`config.mk`:
```
export PLATFORM = sky130hd
export DESIGN_NAME = pipelined_datapath
export DESIGN_NICKNAME = d
export VERILOG_FILES = /design/src/rtl/pipelined_datapath.sv
export SDC_FILE = /design/constraint.sdc
export NUM_CORES = 1
export LEC_CHECK = 0
export ABC_AREA = 1
export CAP_MARGIN = 20
export CORE_MARGIN = 2
export CORE_UTILIZATION = 45
export CTS_CLUSTER_SIZE = 24
export DETAILED_ROUTE_END_ITERATION = 16
export DONT_BUFFER_PORTS = 1
export GPL_ROUTABILITY_DRIVEN = 1
export PLACE_DENSITY = 0.7
export REMOVE_ABC_BUFFERS = 1
export SYNTH_ARGS = -nofsm -noshare
export SYNTH_HDL_FRONTEND = slang
export SYNTH_SLANG_ARGS = --single-unit
```
`constraint.sdc`:
```
create_clock -name CLK -period 8.98 [get_ports CLK]
set_input_delay 1.347 -clock CLK [delete_from_list [all_inputs] [get_ports CLK]]
set_output_delay 1.347 -clock CLK [all_outputs]
set_load 0.01 [all_outputs]
```
`src/rtl/pipelined_datapath.sv`:
```
// pipelined_datapath: small register-file + ALU datapath run by a four-state FSM.
//
//   IDLE --START--> READ --> EXEC --> DONE --> IDLE
//
//   IDLE : external writes (WE/WADDR/DIN) are honoured; START captures RA/RB/RD/WB_EN/MS.
//   READ : operands A=reg[RA], B=reg[RB] are latched.
//   EXEC : RESULT/FLAGS are registered and the optional writeback to reg[RD] happens.
//   DONE : the state returns to IDLE. VALID is registered on this edge, so it is high
//          for the single cycle after DONE. A START accepted at edge k therefore
//          shows VALID between edges k+3 and k+4, and the next START can be taken
//          at edge k+4.
//
// Ports:
//   CLK, RST            clock, async active-high reset (clears FSM, regfile, outputs)
//   WE, WADDR, DIN      external register-file write, ignored while BUSY
//   START, RA, RB, RD   operation request and register addresses
//   WB_EN, MS           writeback enable, ALU mode
//   RESULT, FLAGS       registered ALU result and {C, V, Z}
//   VALID, BUSY         result strobe, operation in flight
module pipelined_datapath #(
  parameter int DATA_W   = 16,
  parameter int NUM_REGS = 8,
  localparam int AW      = $clog2(NUM_REGS)
) (
  input  logic              CLK,
  input  logic              RST,
  input  logic              WE,
  input  logic [AW-1:0]     WADDR,
  input  logic [DATA_W-1:0] DIN,
  input  logic              START,
  input  logic [AW-1:0]     RA,
  input  logic [AW-1:0]     RB,
  input  logic [AW-1:0]     RD,
  input  logic              WB_EN,
  input  logic [2:0]        MS,
  output logic [DATA_W-1:0] RESULT,
  output logic [2:0]        FLAGS,
  output logic              VALID,
  output logic              BUSY
);

  typedef enum logic [1:0] {IDLE, READ, EXEC, DONE} state_t;

  localparam int MSB = DATA_W - 1;

  state_t            state;
  logic [DATA_W-1:0] regs [NUM_REGS];
  logic [AW-1:0]     ra_q, rb_q, rd_q;
  logic              wb_q;
  logic [2:0]        ms_q;
  logic [DATA_W-1:0] a_q, b_q;

  logic [DATA_W:0]   sum;
  logic [DATA_W-1:0] diff;
  logic [DATA_W-1:0] alu_res;
  logic              alu_c, alu_v;

  assign BUSY = (state != IDLE);

  // ALU works on the latched operands, so its output is stable throughout EXEC.
  always_comb begin
    sum     = {1'b0, a_q} + {1'b0, b_q};
    diff    = a_q - b_q;
    alu_res = '0;
    alu_c   = 1'b0;
    alu_v   = 1'b0;
    case (ms_q)
      3'b000: begin
        alu_res = sum[MSB:0];
        alu_c   = sum[DATA_W];
        alu_v   = (a_q[MSB] == b_q[MSB]) && (sum[MSB] != a_q[MSB]);
      end
      3'b001: begin
        alu_res = diff;
        alu_c   = (a_q < b_q);
        alu_v   = (a_q[MSB] != b_q[MSB]) && (diff[MSB] != a_q[MSB]);
      end
      3'b010: alu_res = a_q & b_q;
      3'b011: alu_res = a_q | b_q;
      3'b100: alu_res = a_q ^ b_q;
      3'b101: {alu_c, alu_res} = {a_q, 1'b0};
      3'b110: {alu_res, alu_c} = {1'b0, a_q};
      default: alu_res = a_q;
    endcase
  end

  always_ff @(posedge CLK or posedge RST) begin
    if (RST) begin
      state  <= IDLE;
      ra_q   <= '0;
      rb_q   <= '0;
      rd_q   <= '0;
      wb_q   <= 1'b0;
      ms_q   <= '0;
      a_q    <= '0;
      b_q    <= '0;
      RESULT <= '0;
      FLAGS  <= '0;
      VALID  <= 1'b0;
      for (int i = 0; i < NUM_REGS; i++) regs[i] <= '0;
    end else begin
      VALID <= 1'b0;
      case (state)
        IDLE: begin
          // A write on the START edge lands before READ samples the regfile.
          if (WE) regs[WADDR] <= DIN;
          if (START) begin
            ra_q  <= RA;
            rb_q  <= RB;
            rd_q  <= RD;
            wb_q  <= WB_EN;
            ms_q  <= MS;
            state <= READ;
          end
        end
        READ: begin
          a_q   <= regs[ra_q];
          b_q   <= regs[rb_q];
          state <= EXEC;
        end
        EXEC: begin
          RESULT <= alu_res;
          FLAGS  <= {alu_c, alu_v, (alu_res == '0)};
          if (wb_q) regs[rd_q] <= alu_res;
          state  <= DONE;
        end
        default: begin
          VALID <= 1'b1;
          state <= IDLE;
        end
      endcase
    end
  end

endmodule

```
==> flow_summary.rst, run 1 <==
.. list-table::
   :header-rows: 1

   * - Metric
     - Value
   * - Clock tree from TritonCTS
     - done
   * - Number of levels the H-tree was split into
     - 4
   * - Number of clock sinks seen by CTS
     - 195
   * - Leakage power
     - 6.59 nW
   * - Vias per Instance
     - 5.92
   * - Die area
     - 0.0317 mm²
   * - Count of filler cells inserted in the layout
     - 2,992
   * - WP data required
     - 9340 ps
   * - Clk root buf
     - sky130_fd_sc_hd__clkbuf_16
   * - ANT nets after route
     - 0
   * - Buffers added on ports
     - 0
   * - Proportion of netlist area held by the largest area contributor
     - 35.8%
   * - Most used flip-flop cell after synthesis
     - sky130_fd_sc_hd__dfrtp_1
   * - Horizontal extent of the die
     - 178 µm
   * - Cell area power density
     - 460 mW/mm²
   * - Worst-path fanout max
     - 21
   * - Number of design-rule violations left by the first detailed-router iteration
     - 1,718
   * - Slew HR
     - 22.2%
   * - Netlist cell types
     - 41
   * - Post-layout nets
     - 1,988
   * - Pin count of the biggest net entering global routing
     - 122
   * - Number of design rule violations left after detail routing
     - 0
   * - Post-Synthesis Cells
     - 1,973
   * - Worst setup path class
     - flop to flop
   * - Max-slew violation count
     - 0
   * - Standard-cell row count
     - 63
   * - Most area-hungry cell type in the Yosys netlist
     - sky130_fd_sc_hd__dfrtp_1
   * - Slew at the pin closest to its max-slew limit
     - 1160 ps
   * - Setup crit end kind
     - flop
   * - Total of endpoints with negative setup slack in the final report
     - 0
   * - Global Route Usage Sum
     - 28.9%
   * - Clock latency of the later-clocked register in the worst-skew pair
     - 450 ps
   * - Post-cts resize count
     - 0
   * - CORE AREA
     - 0.0297 mm²
   * - Kind of start point of the critical path
     - flop
   * - Design Power
     - 6.62 mW
   * - Post-synth design cell area
     - 0.0136 mm²
   * - Warning count from the yosys run
     - 0
   * - CTS max path bufs
     - 2
   * - Global-route wire length before repair
     - 70,700 µm
   * - Total negative slack
     - 0 ps
   * - Post-layout minimum cycle time
     - 3640 ps
   * - I/O pin cnt
     - 57
   * - Async SR Flop Fraction
     - 100%
   * - Post-route clock skew
     - 9.83 ps
   * - Reported net switching power
     - 3.60 mW
   * - Peak supply drop
     - 0.430 mV
   * - Final Wtd Congestion
     - 0.922
   * - Starting utilization of the core area
     - 45.8%
   * - Vias in the first global route
     - 12,600
   * - Post-cts hold buffer count
     - 0
   * - Routed wire length per instance
     - 19.4 µm
   * - Arrival @ worst endpoint
     - 4000 ps
   * - Max-capacitance violation count
     - 0
   * - Number of antenna violations at the first check in global routing
     - 1
   * - Setup repair after global routing missed its margin
     - false
   * - HPWL Detailed
     - 30,000 µm
   * - Internal power of the cells
     - 3.02 mW
   * - Die Span Y
     - 178 µm
   * - Area growth from synthesis to final layout
     - 5.63%
   * - Status
     - finished clean
   * - Count of TritonRoute iterations in the first routing pass
     - 8
   * - Clock slew at the register clock pins of the worst setup and hold paths
     - 70 ps
   * - Top achievable clock speed
     - 0.275 GHz
   * - Clock buffer count from CTS
     - 17
   * - #FFs+latches synth
     - 195
   * - Count of vias placed by the detailed router
     - 13,600
   * - Final count of hold timing violations
     - 0
   * - Most common cell in the netlist
     - sky130_fd_sc_hd__nand2_1
   * - Total wire length
     - 44,700 µm
   * - Total global routing overflow
     - 0
   * - Number of enable flip-flop cells after synthesis
     - 0
   * - Fraction of layout instances using a drive strength above 1
     - 5.14%
   * - Sequential fraction of the synthesis area
     - 35.8%
   * - Final period util
     - 40.5%
   * - Min-delay worst type
     - flop to flop
   * - Cell types with the largest area share after synthesis
     - sky130_fd_sc_hd__dfrtp_1 36%, sky130_fd_sc_hd__nand2_1 12%, sky130_fd_sc_hd__a21oi_1 7.5%
   * - Power share of the sequential group
     - 26.8%
   * - Top post-synthesis cells by count
     - 434 x sky130_fd_sc_hd__nand2_1, 236 x sky130_fd_sc_hd__nor2_1, 204 x sky130_fd_sc_hd__a21oi_1, 202 x sky130_fd_sc_hd__inv_1
   * - Combinational power share
     - 60.1%
   * - Total setup buffers inserted after CTS
     - 0
   * - Post-Syn Area per Cell
     - 6.90 µm²
   * - Clock Power Share
     - 13.1%
   * - Net switching share of the total power
     - 54.4%
-- state kept, by name, summed over array words and instances, names as in the netlist --
| name | count |
|---|---|
| wb_q | 1 |
| FLAGS | 3 |
| regs | 128 |
| rb_q | 3 |
| b_q | 16 |
| rd_q | 3 |
| state | 2 |
| VALID | 1 |
| a_q | 16 |
| ms_q | 3 |
| RESULT | 16 |
| ra_q | 3 |
-- cell families after synthesis --
logic type                 share of synthesized area, %
AOI/OAI and AO/OA                                  22.6
adders and majority gates                          5.35
xor gates and xnor gates                          0.129
muxes                                             0.414
buffers and inverters                              9.59
and+or+nand+nor                                    26.0
DFF                                                35.8
-- critical path: stages (launching register included) --
cell                      delay [ps]
sky130_fd_sc_hd__dfrtp_1         400
sky130_fd_sc_hd__inv_1           100
sky130_fd_sc_hd__ha_1            730
sky130_fd_sc_hd__nor2_1          210
sky130_fd_sc_hd__nor3_4          530
sky130_fd_sc_hd__nand3_1         500
sky130_fd_sc_hd__inv_1           810
sky130_fd_sc_hd__nor2_1          100
sky130_fd_sc_hd__a31oi_1         160
-- worst paths after layout --
path	start	endpoint	slack, ps	cells past startpoint
max in group asynchronous	RST	regs[70]	6500	2
setup reg to reg	state[0]	regs[6]	5340	8
hold / removal	ra_q[1]	ra_q[1]	520	1
setup / recovery	state[0]	regs[6]	5340	8
min in group asynchronous	RST	regs[36]	920	1
hold reg to reg	ra_q[1]	ra_q[1]	520	1
-- metrics by stage --
step | setup slack [ps] | instance area [µm²] | instances | util, % | hold WS, ps
after global routing | 5040 | 14400 | 2298 | 48.4 | 548
after CTS | 5370 | 14400 | 2298 | 48.4 | 518
final | 5340 | 14400 | 2299 | 48.4 | 521
after floorplan | 2320 | 13100 | 1865 | - | 480
after global placement | 5510 | 13700 | 2266 | 46.2 | 500
after detailed placement | 5400 | 13700 | 2266 | 46.2 | 501
-- metal layers --
metal | wire length [µm] | vias to the layer above | GRT usage [%]
li1 | - | 6407 | -
met1 | 19500 | 6400 | 41.4
met2 | 19400 | 702 | 43.9
met3 | 4470 | 94 | 5.06
met4 | 1290 | 2 | 10.1
met5 | 13 | - | 0
-- cells in the final DEF, fill, tap and decap left out, drive strengths merged --
master,n
o22ai,7
and2,2
nor2,246
or2,9
o221ai,28
nand4,4
a211oi,5
buf,11
a21oi,204
xor2,2
o211ai,12
nor3b,1
a31oi,71
clkinvlp,3
nor4,1
mux2,5
clkbuf,20
o21bai,2
diode,1
inv,218
nand3b,1
o21ai,195
nand2,434
fa,2
a22oi,23
nor3,18
ha,55
nand3,120
dfrtp,195
clkinv,4
bufinv,5
o31ai,5
-- power by group through the flow --
| stage | clock, mW | combinational (mW) | sequential (mW) |
|---|---|---|---|
| 2_1_floorplan | 0 | 2.70 | 1.74 |
| 3_3_place_gp | 0 | 3.79 | 1.76 |
| 3_5_place_dp | 0 | 3.88 | 1.78 |
| 4_1_cts | 0.867 | 3.90 | 1.76 |
| 5_1_grt | 0.902 | 4.44 | 1.83 |
| 6_report | 0.865 | 3.97 | 1.78 |
-- area by class of cell --
| type | instances | area, µm² | area share, % |
|---|---|---|---|
| Timing Repair Buffer | 11 | 82.6 | 0.574 |
| Clock inverter | 12 | 200 | 1.39 |
| Antenna cell | 1 | 2.50 | 0.0174 |
| Multi-Input combinational cell | 1452 | 7430 | 51.7 |
| Tap cell | 390 | 488 | 3.39 |
| Sequential cell | 195 | 4890 | 34.0 |
| Clock buffer | 20 | 457 | 3.18 |
| Inverter | 218 | 828 | 5.76 |
Note: power is estimated with default switching activity, not from simulation.
==> run 2: changes to the inputs <==
PLACE_DENSITY = 0.72   (was 0.7)
clock period = 3 ns   (was 8.98 ns; I/O delays follow)
==> run 2 against run 1 <==
  * Final cell count up 2.1%
  * Clock skew increased by 8.0 ps
  * Critical path depth rose by 10
  * Wire length rose by 4.9%
  * Fmax is 29% higher
  * Combinational power rose to 3.2 times the previous value
  * First-iteration DRC count up 1.2%
  * Largest cell class unchanged
==> flow_summary.rst, run 2 (synthesis results as in run 1) <==
.. list-table::
   :header-rows: 1

   * - Metric
     - Value
   * - Status
     - finished clean
   * - Worst setup path class
     - flop to flop
   * - Pin count of the biggest net entering global routing
     - 82 (-33%)
   * - Horizontal extent of the die
     - 178 µm (unchanged)
   * - Number of levels the H-tree was split into
     - 4 (unchanged)
   * - Design Power
     - 20.4 mW (+210%)
   * - Vias in the first global route
     - 13,000 (+2.7%)
   * - Buffers plus inverters on the worst setup path
     - 2 (unchanged)
   * - Max-slew violation count
     - 0 (unchanged)
   * - Number of clock sinks seen by CTS
     - 195 (unchanged)
   * - Die Span Y
     - 178 µm (unchanged)
   * - Antenna diode count
     - 0 (-1)
   * - Kind of cell adding the most delay to the critical path
     - simple AND/OR/NAND/NOR gates
   * - HPWL Detailed
     - 32,500 µm (+8.1%)
   * - Most frequent cells in the layout
     - 429 x sky130_fd_sc_hd__nand2_1, 234 x sky130_fd_sc_hd__nor2_1, 204 x sky130_fd_sc_hd__a21oi_1
   * - Final period util
     - 94.3% (+54 points)
   * - Clock latency of the later-clocked register in the worst-skew pair
     - 460 ps (about the same)
   * - Number of flip-flops in the largest register
     - 128 (unchanged)
   * - Number of design rule violations left after detail routing
     - 0 (unchanged)
   * - Worst-path fanout max
     - 4 (-81%)
   * - Slew at the pin closest to its max-slew limit
     - 898 ps (-266 ps)
   * - Cell-by-cell trace of the critical path
     - ha_2, inv_1, fa_1, inv_1, nand2_1, nand3_1, nand3_1, nand2_2, nand2_1, nand3_1, nand3_1, nand2_2, nand2_1, nor2_1, nand2_1, nor2_1, nand2_1, nand2_1
   * - Final critical-path setup slack
     - 171 ps (-5170 ps)
   * - Cell area power density
     - 1380 mW/mm² (+200%)
   * - Top achievable clock speed
     - 0.353 GHz (+29%)
   * - Fraction of layout instances using a drive strength above 1
     - 8.22% (+3.1 points)
   * - Number of antenna violations at the first check in global routing
     - 2 (+1)
   * - Min-delay worst type
     - input pin to flop
   * - Kind of start point of the critical path
     - flop
   * - I/O pin cnt
     - 57 (unchanged)
   * - Clock buffer count from CTS
     - 17 (unchanged)
   * - CORE AREA
     - 0.0297 mm² (unchanged)
   * - Placed cell count
     - 2,314 (+2.1%)
   * - Setup crit end kind
     - flop
   * - Routed wire length per instance
     - 20.0 µm (+2.7%)
   * - Arrival @ worst endpoint
     - 3220 ps (-780 ps)
   * - Global-route wire length before repair
     - 72,700 µm (+2.8%)
   * - Critical Path Slowest Stage Cell
     - sky130_fd_sc_hd__fa_1
   * - CTS max path bufs
     - 2 (unchanged)
   * - Count of vias placed by the detailed router
     - 13,900 (+2.4%)
   * - Total wire length
     - 46,900 µm (+4.9%)
   * - Standard-cell row count
     - 63 (unchanged)
   * - Area growth from synthesis to final layout
     - 8.62%
   * - Total of endpoints with negative setup slack in the final report
     - 0 (unchanged)
   * - Worst path most repeated cell
     - sky130_fd_sc_hd__nand2_1
   * - Vias per Instance
     - 5.93 (+0.28%)
   * - Register with the highest flop count
     - regs
   * - Leakage power
     - 6.82 nW (+3.5%)
   * - Final instance count without filler cells
     - 2,348 (+2.1%)
   * - WP data required
     - 3390 ps (-5950 ps)
   * - Final Wtd Congestion
     - 0.946 (+2.6%)
   * - Die area
     - 0.0317 mm² (unchanged)
   * - Clk root buf
     - sky130_fd_sc_hd__clkbuf_16
   * - Peak supply drop
     - 1.33 mV (+210%)
   * - Clock tree from TritonCTS
     - done
   * - Total global routing overflow
     - 0 (unchanged)
   * - Global Route Usage Sum
     - 30.1% (+1.2 points)
   * - Max-capacitance violation count
     - 0 (unchanged)
   * - Buffers added on ports
     - 0 (unchanged)
   * - Clock slew at the register clock pins of the worst setup and hold paths
     - 80 ps (about the same)
   * - Final count of hold timing violations
     - 0 (unchanged)
   * - Count of filler cells inserted in the layout
     - 2,951 (-1.4%)
   * - Starting utilization of the core area
     - 45.8% (unchanged)
   * - ANT nets after route
     - 0 (unchanged)
   * - Number of design-rule violations left by the first detailed-router iteration
     - 1,738 (+1.2%)
   * - Count of TritonRoute iterations in the first routing pass
     - 6 (-2)
   * - Most common library cell in the layout ignoring fill and taps
     - sky130_fd_sc_hd__nand2_1
   * - Setup slack after placement
     - 66.2 ps (-5330 ps)
   * - Total negative slack
     - 0 ps (unchanged)
   * - Slew HR
     - 40.0% (+18 points)
   * - Slowest Stage Delay on Critical Path
     - 420 ps (-390 ps)
   * - Post-layout minimum cycle time
     - 2830 ps (-808 ps)
   * - Post-route clock skew
     - 17.9 ps (+8.05 ps)
   * - Post-layout nets
     - 2,038 (+2.5%)
[run 2: changes by cell type in the layout (fill, tap and decap cells not counted), moves of 4 or more]
cell	change
sky130_fd_sc_hd__bufinv_16	-5
sky130_fd_sc_hd__buf_12	+4
sky130_fd_sc_hd__nand2_2	+5
sky130_fd_sc_hd__inv_8	+5
sky130_fd_sc_hd__nand2_1	-5
sky130_fd_sc_hd__clkinv_4	+4
sky130_fd_sc_hd__nor2_4	+5
sky130_fd_sc_hd__buf_4	+45
[run 2: worst paths after layout]
kind	cells after the start	to	start	slack (ps)
worst max-delay path	18	FLAGS[0]	a_q[0]	170
worst min register to register	1	wb_q	wb_q	520
max in group asynchronous	3	b_q[3]	RST	1550
worst max register to register	18	FLAGS[0]	a_q[0]	170
min in group asynchronous	2	regs[16]	RST	580
worst min-delay path	1	wb_q	WB_EN	140
[run 2: layout make-up]
cell class	count	area [µm²]	area share, %
inverter	218	828	5.60
clock inverter	14	140	0.948
sequential	195	4890	33.1
multi-input combinational	1452	7490	50.7
tap	390	488	3.30
clock buffer	18	439	2.97
timing repair buffer	61	510	3.45
[run 2: worst register-to-register path, stage by stage (launching register included)]
cell and delay [ps]:
sky130_fd_sc_hd__dfrtp_1 410, sky130_fd_sc_hd__ha_2 230, sky130_fd_sc_hd__inv_1 60, sky130_fd_sc_hd__fa_1 420, sky130_fd_sc_hd__inv_1 110, sky130_fd_sc_hd__nand2_1 70, sky130_fd_sc_hd__nand3_1 130, sky130_fd_sc_hd__nand3_1 160
sky130_fd_sc_hd__nand2_2 120, sky130_fd_sc_hd__nand2_1 50, sky130_fd_sc_hd__nand3_1 90, sky130_fd_sc_hd__nand3_1 150, sky130_fd_sc_hd__nand2_2 170, sky130_fd_sc_hd__nand2_1 60, sky130_fd_sc_hd__nor2_1 90, sky130_fd_sc_hd__nand2_1 90
sky130_fd_sc_hd__nor2_1 190, sky130_fd_sc_hd__nand2_1 90, sky130_fd_sc_hd__nand2_1 60
[run 2: stage by stage]
step | hold slack, ps | utilization (%) | instance area, µm²
final | 139 | 49.8 | 14800
after global routing | 129 | 49.8 | 14800
after CTS | 131 | 49.5 | 14700
after detailed placement | 428 | 47.5 | 14100
after global placement | 426 | 47.5 | 14100
after floorplan | 480 | - | 13100
[run 2: what timing repair did]
| item | 4_1_cts | 5_1_grt |
|---|---|---|
| endpoints found under the setup margin | 0 | 58 |
| hold buffers | 1 | 0 |
| hold endpoints to repair | 78 | 0 |
| gates resized for setup | 0 | 19 |
| setup buffers | 0 | 1 |
[run 2: where the power goes]
group          switching (mW)  leakage [nW]  internal (mW)  total [mW]
Sequential               1.28          2.26           4.00        5.27
Combinational            8.77          4.28           4.01        12.8
Clock                    1.19         0.280           1.13        2.32
Total                    11.2          6.82           9.13        20.4
[run 2: layer usage]
layer / vias up / wire [µm] / GRT usage (%)
met5: - / 22 / 0
met4: 4 / 1810 / 13.5
met2: 753 / 20700 / 45.9
met1: 6522 / 19600 / 41.1
met3: 144 / 4710 / 6.26
li1: 6511 / - / -
